[src/rtl/check_parity_pitch_pkg.sv]
// ============================================================================
// Module      : check_parity_pitch_pkg
// Description : Shared encodings and constants for the pitch-parity blocks.
// Revision    : 1.0
// ============================================================================
`default_nettype none

package check_parity_pitch_pkg;

  localparam int c_DATA_W = 16;
  localparam int c_NBITS  = 6;
  localparam logic [c_DATA_W-1:0] c_ONE = 16'd1;

  typedef enum logic [3:0] {
    ST_INIT = 4'd0,
    ST_S1   = 4'd1,
    ST_S2   = 4'd2,
    ST_S3   = 4'd3,
    ST_S4   = 4'd4,
    ST_S5   = 4'd5,
    ST_S6   = 4'd6
  } state_t;

endpackage

`default_nettype wire

[src/rtl/check_parity_pitch.sv]
// ============================================================================
// Module      : check_parity_pitch
// Description : Decoder-side parity check of the first-subframe pitch index.
// Revision    : 1.0
// ============================================================================
`default_nettype none

module check_parity_pitch
  import check_parity_pitch_pkg::*;
#(
  parameter int WIDTH = c_DATA_W,
  parameter int NBITS = c_NBITS
) (
  input  logic             clk,
  input  logic             reset,
  input  logic             start,
  input  logic [WIDTH-1:0] pitch_index,
  input  logic [WIDTH-1:0] parity,
  output logic             done,
  output logic [WIDTH-1:0] sum,
  output logic [WIDTH-1:0] add_a,
  output logic [WIDTH-1:0] add_b,
  input  logic [WIDTH-1:0] add_in,
  output logic [WIDTH-1:0] shr_a,
  output logic [WIDTH-1:0] shr_b,
  input  logic [WIDTH-1:0] shr_in
);

  localparam logic [WIDTH-1:0] c_UNIT  = WIDTH'(c_ONE);
  localparam logic [WIDTH-1:0] c_LIMIT = WIDTH'(NBITS);

  state_t           r_state, w_state;
  logic [WIDTH-1:0] r_i, w_i;
  logic [WIDTH-1:0] r_temp, w_temp;
  logic [WIDTH-1:0] r_bit1, w_bit1;
  logic [WIDTH-1:0] r_index, w_index;
  logic [WIDTH-1:0] r_parity, w_parity;
  logic [WIDTH-1:0] r_sum, w_sum;
  logic             r_done, w_done;

  always_ff @(posedge clk or posedge reset) begin
    if (reset) begin
      r_state  <= ST_INIT;
      r_i      <= '0;
      r_temp   <= '0;
      r_bit1   <= '0;
      r_index  <= '0;
      r_parity <= '0;
      r_sum    <= '0;
      r_done   <= 1'b0;
    end else begin
      r_state  <= w_state;
      r_i      <= w_i;
      r_temp   <= w_temp;
      r_bit1   <= w_bit1;
      r_index  <= w_index;
      r_parity <= w_parity;
      r_sum    <= w_sum;
      r_done   <= w_done;
    end
  end

  always_comb begin
    w_state  = r_state;
    w_i      = r_i;
    w_temp   = r_temp;
    w_bit1   = r_bit1;
    w_index  = r_index;
    w_parity = r_parity;
    w_sum    = r_sum;
    w_done   = r_done;
    add_a    = '0;
    add_b    = '0;
    shr_a    = '0;
    shr_b    = '0;

    unique case (r_state)
      ST_INIT: begin
        if (start) begin
          w_index  = pitch_index;
          w_parity = parity;
          w_state  = ST_S1;
        end
      end
      ST_S1: begin
        shr_a   = r_index;
        shr_b   = c_UNIT;
        w_temp  = shr_in;
        w_sum   = c_UNIT;
        w_i     = '0;
        w_state = ST_S2;
      end
      ST_S2: begin
        if (r_i == c_LIMIT) begin
          w_state = ST_S4;
        end else begin
          // The extracted bit feeds the adder in the same cycle it is captured.
          shr_a   = r_temp;
          shr_b   = c_UNIT;
          w_temp  = shr_in;
          w_bit1  = shr_in & c_UNIT;
          add_a   = r_sum;
          add_b   = shr_in & c_UNIT;
          w_sum   = add_in;
          w_state = ST_S3;
        end
      end
      ST_S3: begin
        add_a   = r_i;
        add_b   = c_UNIT;
        w_i     = add_in;
        w_state = ST_S2;
      end
      ST_S4: begin
        add_a   = r_sum;
        add_b   = r_parity;
        w_sum   = add_in;
        w_state = ST_S5;
      end
      ST_S5: begin
        w_sum   = r_sum & c_UNIT;
        w_done  = 1'b1;
        w_state = ST_S6;
      end
      ST_S6: begin
        w_done  = 1'b0;
        w_state = ST_INIT;
      end
      default: w_state = ST_INIT;
    endcase
  end

  assign done = r_done;
  assign sum  = r_sum | (r_bit1 & '0);

endmodule

`default_nettype wire
[config.mk]
export PLATFORM = sky130hd
export DESIGN_NAME = check_parity_pitch
export DESIGN_NICKNAME = d
export VERILOG_FILES = /design/src/rtl/check_parity_pitch_pkg.sv /design/src/rtl/check_parity_pitch.sv
export SDC_FILE = /design/constraint.sdc
export NUM_CORES = 1
export LEC_CHECK = 0
export CAP_MARGIN = 20
export CORE_MARGIN = 1
export CORE_UTILIZATION = 24
export DETAILED_ROUTE_END_ITERATION = 16
export SYNTH_ARGS = -nofsm -noshare
export SYNTH_HDL_FRONTEND = slang
export SYNTH_SLANG_ARGS = --single-unit
[constraint.sdc]
create_clock -name clk -period 8.7 [get_ports clk]
set_input_delay 2.61 -clock clk [delete_from_list [all_inputs] [get_ports clk]]
set_output_delay 2.61 -clock clk [all_outputs]
set_load 0.02 [all_outputs]
==> After elaboration in Yosys (flattened, before gate mapping) <==
Index checks and enable logic that the tools add are counted.
W data, S select, Z words.
{ "word_totals": {"ff_bits": 85, "latch_bits": 0, "ramBits": 0, "mem_bits_ro": 0, "memories": 0} }
{ "classes": {"addsub": 0, "mul": 0, "div_mod_pow": 0, "order_cmp": 0, "n_eq_ne": 9, "n_shift": 0, "mux": 17, "bitwise": 1, "n_reduce_logical": 11} }
{ "op_table": {"columns": ["operator", "count"], "rows": [
  ["$pmux W16 S2", 3],
  ["$pmux W16 S3", 2],
  ["$mux W16", 4],
  ["$pmux W16 S4", 1],
  ["$pmux W4 S5", 1],
  ["$eq A16 B3 Y1 const B", 1],
  ["$eq A4 B3 Y1 const B", 3],
  ["$eq A4 B2 Y1 const B", 2],
  ["$reduce_and A2 Y1", 3],
  ["$reduce_bool A2 Y1", 3],
  ["$eq A4 B1 Y1 const B", 1],
  ["$logic_not A4 Y1", 1],
  ["$mux W4", 1],
  ["$ne A2 B2 Y1 const B", 2],
  ["$pmux W1 S2", 2],
  ["$reduce_bool A4 Y1", 1],
  ["$mux W3", 1],
  ["$reduce_and A3 Y1", 1],
  ["$reduce_bool A3 Y1", 1],
  ["$mux W1", 2],
  ["$reduce_or A2 Y1", 1],
  ["$not A1 Y1", 1]
]} }

==> Depth between registers and ports, before layout <==
Gate-level depths: netlist of the first run.
{ "depth": {"word_depth": 3, "depth_mapped": 7, "ltp_nobuf": 4} }

==> Worst setup path before layout of the first run <==
OpenSTA, ideal clock, no wires.
{ "synth_path": {"path_kind": "input -> output", "from": "input shr_in[0]", "to": "output add_b[0]", "t_arrival_ns": 2.861, "required_ns": 6.090, "slack_ns": 3.229, "stages": 2, "path_cell_list": "nand4_1 -> nand2_1"} }
{ "synth_between": {"elab_chain_len": 2} }
{ "synth_rtl": {"columns": ["element", "line", "text"], "rows": [
  ["from (decl)", "check_parity_pitch.sv:26", "input logic [WIDTH-1:0] shr_in"],
  ["$mux W1", "check_parity_pitch.sv:94", "if (r_i == c_LIMIT) begin"],
  ["$pmux W16 S3", "check_parity_pitch.sv:77", "unique case (r_state)"],
  ["to (decl)", "check_parity_pitch.sv:22", "output logic [WIDTH-1:0] add_b,"]
]} }
Every way passes these cells.

==> Worst setup path in the final report of the first run <==
Same ends and word-level chain as after synthesis.

==> summary.md, run 1 <==
| Metric | Value |
|---|---|
| Outcome | `complete, no violations` |
| Pre-antenna DRT Iters | `6` |
| CTS Buf Count | `9` |
| Reg power frac | `45.7%` |
| Synth cell types | `34` |
| Hold path endpoint | `r_parity[9]` |
| Final Wtd Congestion | `0.704` |
| Mean Syn Cell Area | `11.4 um^2` |
| Max cap viols | `0` |
| Hold Path Origin | `r_parity[9]` |
| Seq cells post-synth | `84` |
| First-pass GRT wire length | `18500 um` |
| Reg area | `2100 um^2` |
| Net switching power figure | `0.211 mW` |
| Mapped Cells | `361` |
| Largest net degree at the start of global routing | `85` |
| R2R Setup Slk | `6180 ps` |
| Multi-input logic area | `1810 um^2` |
| Global Route Usage Sum | `13.6%` |
| CTS hold repair buffers | `0` |
| Clock Skew | `3.24 ps` |
| Yosys top cell area share | `50.9%` |
| PwrDens | `154 nW/um^2` |
| CP Class | `input port to output pin` |
| Maximum clock frequency | `0.154 GHz` |
| I/O pin count | `148` |
| Post-layout min period | `6500 ps` |
| Row count | `47` |
| Worst skew pair latency | `340 ps` |
| Clock Root Buffer | `clkbuf_16` |
| Int Power | `0.694 mW` |
| Yosys top cell by area | `dfrtp_1` |
| Switching share of power | `23.3%` |
| Post-route setup TNS | `0 ps` |
| Top-count cell post-synth | `dfrtp_1` |
| Die height | `133 um` |
| Clock slew at reported path FFs | `60 ps` |
| Core Area | `16700 um^2` |
| HPWL Detailed | `7660 um` |
| R2r endpoint | `r_temp[8]` |
| Starting Density | `24.7%` |
| Synthesis Warnings | `0` |
| Antenna violations before repair | `0` |
| Setup violators final | `0` |
| Post-CTS sizing | `0` |
| R2R Path Start | `r_state[1]` |
| DR iter-0 viols | `118` |
| Chip width | `133 um` |
| Data required, critical path | `6090 ps` |
| Worst slew pin tran | `899 ps` |
| Top_reg_cell synth | `dfrtp_1` |
| CTS tree | `done` |
| Slew margin rel. | `40.0%` |
| Final Hold Viols | `0` |
| WHS Path Cells | `1` |
| Ant. Diodes | `0` |
| Clk sink count | `84` |
| EDFF count, synth | `0` |
| Largest cells by area after synthesis | `dfrtp_1 (51%), mux2_2 (8.4%), a22o_1 (6.8%)` |
| # H-tree levels | `3` |
| Clock power share | `41.9%` |
| Layout cells sized above 1 | `13.0%` |
| Placed Cells | `688` |
| Logic pwr share | `12.4%` |
| Max Fanout on Critical Path | `2` |
| HP Class | `register to register` |
| R2R depth | `4` |
| Full die area | `17700 um^2` |
| Most common library cells after synthesis | `dfrtp_1 (84), nand2_1 (36), a22o_1 (32), mux2_2 (31)` |
| Clock buffer depth | `2` |
| Peak supply drop | `91.6 uV` |
| Syn Std Cell Area | `4130 um^2` |
| Setup crit end kind | `output pin` |
| Grt ovf | `0` |
| # DRC | `0` |
| Post-CTS Setup Bufs | `0` |
| Vias in the first global route | `3368` |
| Area growth from synthesis to layout | `42.6%` |
| Cell Count, Final, Fillers Out | `704` |
| Layout Nets | `547` |
| Post-DRT Antenna Nets | `0` |
| Final slew viol count | `0` |
| Vias | `3236` |
| Startpoint types | `input port` |
| Asr flop ratio synth | `100%` |
| Port buffer count | `132` |
| Fin crit share | `74.8%` |
| Pleak | `2.68 nW` |
| CP Data Arrival Time | `3890 ps` |
| Seq/Total Area, Yosys | `50.9%` |
| Final WL | `11400 um` |
| Vias/cell | `4.60` |
| WL per Instance | `16.3 um` |
| Fill cells | `1661` |
| Unrepaired setup endpoints after global routing | `no` |
## critical path: stages
cell	delay, ps
clkdlybuf4s50_1	480
nand4_1	90
nand2_1	100
clkdlybuf4s50_1	600
## power by group through the flow
| stage | Clock, mW | Sequential [mW] | Combinational [mW] |
|---|---|---|---|
| 5_1_grt | 0.408 | 0.415 | 0.122 |
| 3_3_place_gp | 0 | 0.420 | 0.110 |
| 4_1_cts | 0.395 | 0.414 | 0.112 |
| 6_report | 0.379 | 0.414 | 0.112 |
| 3_5_place_dp | 0 | 0.421 | 0.112 |
| 2_1_floorplan | 0 | 0.423 | 0.0507 |
## routing by layer
layer	up-vias	track usage, %	part of all wire (%)	wire, um
li1	1528	-	-	-
met1	1575	15.9	41	4740
met2	118	22.9	49	5560
met3	15	4.60	8.3	946
met4	0	5.43	1.7	200
met5	-	0	0	0
## placed cells by master, fill, tap and decap left out, drive strengths merged
master / synthesis / layout
a22oi: 16 / 16
buf: 28 / 8
nor3: 1 / 1
nand2: 36 / 36
a311o: 1 / 1
a221o: 15 / 15
nand3: 1 / 1
a32o: 1 / 1
a21oi: 3 / 3
dfrtp: 84 / 84
clkbuf: 18 / 13
nand4: 2 / 2
o21ai: 20 / 20
nor4: 2 / 2
inv: 4 / 3
a22o: 32 / 32
clkdlybuf4s50: 0 / 132
o22ai: 1 / 1
clkinv: 0 / 2
a31oi: 2 / 2
nand2b: 1 / 1
nor4b: 3 / 3
bufinv: 0 / 1
o31ai: 2 / 2
mux2: 48 / 48
nor2: 22 / 22
conb: 1 / 15
and3: 17 / 17
## cell type report
type / count / area share (%)
Inverter: 4 / 0.276
Tap cell: 220 / 4.67
Clock buffer: 13 / 4.25
Timing Repair Buffer: 140 / 23.8
Sequential cell: 84 / 35.7
Clock inverter: 2 / 0.595
Multi-Input combinational cell: 241 / 30.7
## cells by family after synthesis
family | synth area share (%)
AO/OA/AOI/OAI | 17.9
buffers and inverters | 6.63
flip-flops | 50.9
multiplexers | 13.1
other | 0.0908
AND/OR/NAND/NOR | 11.4
## worst max-delay path by stage
| stage | startpoint | end | slack, ps | cells past startpoint |
|---|---|---|---|---|
| 2_1_floorplan | shr_in[0] | add_b[0] | 3230 | 2 |
| 5_1_grt | shr_in[0] | add_b[0] | 2110 | 4 |
| 4_1_cts | shr_in[0] | add_b[0] | 2180 | 4 |
| 3_5_place_dp | shr_in[0] | add_b[0] | 2180 | 4 |
| 3_3_place_gp | shr_in[0] | add_b[0] | 2190 | 4 |
| 6_report | shr_in[0] | add_b[0] | 2200 | 4 |
## registers in the layout (all words and copies together) (netlist names)
name,flops
done,1
r_i,16
r_index,16
r_parity,16
r_state,3
r_temp,16
sum,16
## through the flow
stage | utilization (%) | hold WS [ps] | cell area (um^2) | power, mW | worst slack, ps
final | 35.3 | 479 | 5890 | 0.905 | 2200
after global routing | 35.3 | 507 | 5890 | 0.946 | 2110
after CTS | 35.1 | 484 | 5860 | 0.922 | 2180
after detailed placement | 33.4 | 470 | 5580 | 0.533 | 2180
after global placement | 33.4 | 466 | 5580 | 0.531 | 2190
after floorplan | - | 450 | 4180 | 0.474 | 3230
(Power assumes the default switching activity.)
==> inputs of run 2 (changes only) <==
clock period = 6.81 ns   (was 8.7 ns; I/O delays follow)
==> summary.md, run 2 (synthesis results as in run 1) <==
| Metric | Value |
|---|---|
| Vias | `3232` |
| Clock buffer depth | `2` |
| Most used cell, CP | `clkdlybuf4s50_1` |
| Outcome | `complete, no violations` |
| Data required, critical path | `4770 ps` |
| Layout Nets | `546` |
| CP Class | `input port to output pin` |
| Peak supply drop | `116 uV` |
| Unrepaired setup endpoints after global routing | `no` |
| Most frequent cells in the layout | `clkdlybuf4s50_1 (132), dfrtp_1 (84), nand2_1 (36)` |
| CTS Buf Count | `9` |
| Worst slew pin tran | `946 ps` |
| Top delay family on crit path | `buffers and inverters` |
| Starting Density | `24.7%` |
| WL per Instance | `16.6 um` |
| Slew margin rel. | `36.8%` |
| Largest net degree at the start of global routing | `51` |
| Core Area | `16700 um^2` |
| # H-tree levels | `3` |
| Post-layout min period | `5350 ps` |
| Row count | `47` |
| Worst skew pair latency | `340 ps` |
| Final Wtd Congestion | `0.692` |
| DR iter-0 viols | `122` |
| Grt ovf | `0` |
| Setup violators final | `0` |
| Cell Count, Final, Fillers Out | `703` |
| Placed Cells | `688` |
| Clk sink count | `84` |
| CTS tree | `done` |
| Full die area | `17700 um^2` |
| Vias in the first global route | `3379` |
| CP Data Arrival Time | `3300 ps` |
| Crit-path slowest cell | `clkdlybuf4s50_1` |
| Final WL | `11700 um` |
| Max stage delay on crit path | `600 ps` |
| HP Class | `register to register` |
| Global Route Usage Sum | `13.7%` |
| Post-route setup TNS | `0 ps` |
| Final Hold Viols | `0` |
| Clock Root Buffer | `clkbuf_16` |
| Commonest non-fill, non-tap cell in the layout | `clkdlybuf4s50_1` |
| Clock Skew | `8.21 ps` |
| Maximum clock frequency | `0.187 GHz` |
| Port buffer count | `132` |
| Startpoint types | `input port` |
| Max cap viols | `0` |
| Post-DRT Antenna Nets | `0` |
| # DRC | `0` |
| Ant. Diodes | `0` |
| PwrDens | `197 nW/um^2` |
| Layout cells sized above 1 | `13.5%` |
| Area growth from synthesis to layout | `42.1%` |
| CP Buf/Inv Count | `2` |
| Post-CTS sizing | `0` |
| Die height | `133 um` |
| Clock slew at reported path FFs | `60 ps` |
| Crit-path cells | `clkdlybuf4s50_1, nand4_1, nand2_1, clkdlybuf4s50_1` |
| First-pass GRT wire length | `18700 um` |
| HPWL Detailed | `7840 um` |
| Final Util | `35.2%` |
| I/O pin count | `148` |
| Pleak | `2.67 nW` |
| CTS hold repair buffers | `0` |
| Setup crit end kind | `output pin` |
| Post-CTS Setup Bufs | `0` |
| Pre-antenna DRT Iters | `4` |
| Antenna violations before repair | `0` |
| Chip width | `133 um` |
| Max Fanout on Critical Path | `2` |
| Vias/cell | `4.60` |
| Fin crit share | `78.5%` |
| Final slew viol count | `0` |
-- run 2: worst paths after layout --
check	startpoint	slack [ps]	cells after the start	endpoint
max	shr_in[0]	1460	4	add_b[0]
min	r_parity[10]	480	1	r_parity[10]
max reg2reg	r_state[2]	4220	4	r_temp[6]
min reg2reg	r_parity[10]	480	1	r_parity[10]
max in group asynchronous	reset	3640	3	sum[10]
min in group asynchronous	reset	2080	2	r_index[8]
-- run 2: layout make-up --
type / instances / area [um^2]
Fill cell: 1702 / 10800
Sequential cell: 84 / 2100
Multi-Input combinational cell: 241 / 1810
Timing Repair Buffer: 139 / 1370
Tap cell: 220 / 275
Clock buffer: 10 / 239
Clock inverter: 5 / 52.6
Inverter: 4 / 16.3
-- run 2: power breakdown --
part,total [mW],switching [mW],internal (mW)
clock,0.486,0.196,0.290
sequential,0.529,0.0151,0.514
combinational,0.141,0.0617,0.0797
-- run 2: worst register-to-register path, stage by stage, from the launching register on --
cell and delay, ps:
dfrtp_1 680, nand2b_1 330, nor2_2 740, a31oi_4 290, mux2_1 430
-- run 2: through the flow --
stage / hold slack (ps) / area [um^2] / worst slack (ps) / power (mW)
final: 482 / 5870 / 1460 / 1.16
after global routing: 500 / 5870 / 1350 / 1.21
after floorplan: 450 / 4180 / 2470 / 0.605
after CTS: 484 / 5870 / 1450 / 1.18
after global placement: 467 / 5580 / 1440 / 0.679
after detailed placement: 470 / 5580 / 1450 / 0.681
-- run 2: per-layer routing --
layer  wire (um)  up-vias  GRT usage, %
li1            -     1526             -
met1        4750     1588          15.7
met2        5910      112          23.7
met3         921        6          5.78
met4          83        0          3.22
met5           0        -             0
==> inputs of run 3 (changes only) <==
clock period = 4.88 ns   (was 6.81 ns; I/O delays follow)
==> summary.md, run 3 (synthesis results as in run 1) <==
| Metric | Value |
|---|---|
| CP Buf/Inv Count | `1` |
| Switching share of power | `25.3%` |
| Vias | `3262` |
| Max Fanout on Critical Path | `26` |
| Layout Nets | `549` |
| Clock Root Buffer | `clkbuf_16` |
| Top delay family on crit path | `simple AND/OR/NAND/NOR gates` |
| First-pass GRT wire length | `19000 um` |
| Vias/cell | `4.61` |
| Post-DRT Antenna Nets | `0` |
| Max stage delay on crit path | `730 ps` |
| CTS hold repair buffers | `0` |
| Pleak | `2.68 nW` |
| CP Class | `register to output pin` |
| Antenna violations before repair | `0` |
| Peak supply drop | `192 uV` |
| Clk sink count | `84` |
| Full die area | `17700 um^2` |
| CP Data Arrival Time | `3020 ps` |
| HP Class | `register to register` |
| Layout cells sized above 1 | `14.2%` |
| Data required, critical path | `3420 ps` |
| WL per Instance | `16.6 um` |
| Chip width | `133 um` |
| Worst skew pair latency | `340 ps` |
| Largest net degree at the start of global routing | `48` |
| Core Area | `16700 um^2` |
| Worst slew pin tran | `794 ps` |
| Post-CTS Setup Bufs | `0` |
| Power Total | `1.57 mW` |
| Row count | `47` |
| Clock power share | `40.5%` |
| Clock slew at reported path FFs | `70 ps` |
| Final Hold Viols | `0` |
| Most frequent cells in the layout | `clkdlybuf4s50_1 (132), dfrtp_1 (84), nand2_1 (36)` |
| PwrDens | `267 nW/um^2` |
| Ant. Diodes | `0` |
| Startpoint types | `register` |
| # H-tree levels | `3` |
| Maximum clock frequency | `0.223 GHz` |
| Unrepaired setup endpoints after global routing | `no` |
| HPWL Detailed | `8010 um` |
| DR iter-0 viols | `147` |
| DP Area | `5610 um^2` |
| Starting Density | `24.7%` |
| Port buffer count | `132` |
| Post-CTS sizing | `0` |
| Die height | `133 um` |
| Final Wtd Congestion | `0.708` |
| Net switching power figure | `0.398 mW` |
| Crit-path slowest cell | `and3_1` |
| Area growth from synthesis to layout | `42.6%` |
| Post-layout min period | `4480 ps` |
| I/O pin count | `148` |
| Design area | `5890 um^2` |
| Fin crit share | `91.8%` |
| Setup violators final | `0` |
| Vias in the first global route | `3506` |
| Global Route Usage Sum | `13.9%` |
| Clock buffer depth | `2` |
| Max cap viols | `0` |
| # DRC | `0` |
| Commonest non-fill, non-tap cell in the layout | `clkdlybuf4s50_1` |
| Crit-path cells | `nor2_2, and3_1, a22o_1, clkdlybuf4s50_1` |
| Final slew viol count | `0` |
| Slew margin rel. | `47.1%` |
| Logic pwr share | `12.6%` |
| CTS tree | `done` |
| Pre-antenna DRT Iters | `4` |
| Final WL | `11700 um` |
| Outcome | `complete, no violations` |
| Clock Skew | `9.70 ps` |
| Hold Slack | `488 ps` |
| Reg power frac | `46.9%` |
| Int Power | `1.18 mW` |
| CTS Buf Count | `9` |
| Post-route setup TNS | `0 ps` |
| Setup crit end kind | `output pin` |
| Grt ovf | `0` |
-- run 3: cell count changes in the layout (fill, tap and decap cells not counted), sizes merged --
cell / before / now
clkbuf: 10 / 9
bufinv: 1 / 0
inv: 3 / 5
clkinv: 4 / 3
buf: 7 / 10
clkinvlp: 1 / 3
-- run 3: layout make-up --
class / instances / area [um^2]
clock buffer: 9 / 225
clock inverter: 7 / 50.0
tap: 220 / 275
sequential: 84 / 2100
fill: 1705 / 10800
timing repair buffer: 142 / 1410
multi-input combinational: 241 / 1810
inverter: 4 / 16.3
-- run 3: layer usage --
layer | track usage [%] | share of wire, % | vias up
met2 | 24.1 | 51 | 108
met5 | 0 | 0 | -
met1 | 16.2 | 42 | 1601
met3 | 4.79 | 6.9 | 10
li1 | - | - | 1543
met4 | 3.85 | 1.0 | 0
-- run 3: power groups by stage --
stage	registers (mW)	clock network [mW]	logic (mW)
floorplan	0.754	0	0.0903
global placement	0.750	0	0.198
detailed placement	0.751	0	0.201
CTS	0.738	0.667	0.202
global route	0.741	0.692	0.216
finish	0.738	0.636	0.199
-- run 3: worst paths after layout --
check | start | to | slack, ps | cells after the start
min in group asynchronous | reset | r_index[13] | 1540 | 2
max | r_state[2] | shr_a[14] | 400 | 4
min | r_index[7] | r_index[7] | 490 | 1
max reg2reg | r_state[2] | sum[10] | 2470 | 4
max in group asynchronous | reset | r_state[1] | 2660 | 3
min reg2reg | r_index[7] | r_index[7] | 490 | 1
-- run 3: stage by stage --
step / utilization, % / cells / setup WS, ps
floorplan: - / 375 / 1250
CTS: 35.3 / 707 / 306
global placement: 33.6 / 691 / 692
global route: 35.3 / 707 / 179
finish: 35.3 / 707 / 398
detailed placement: 33.6 / 691 / 671
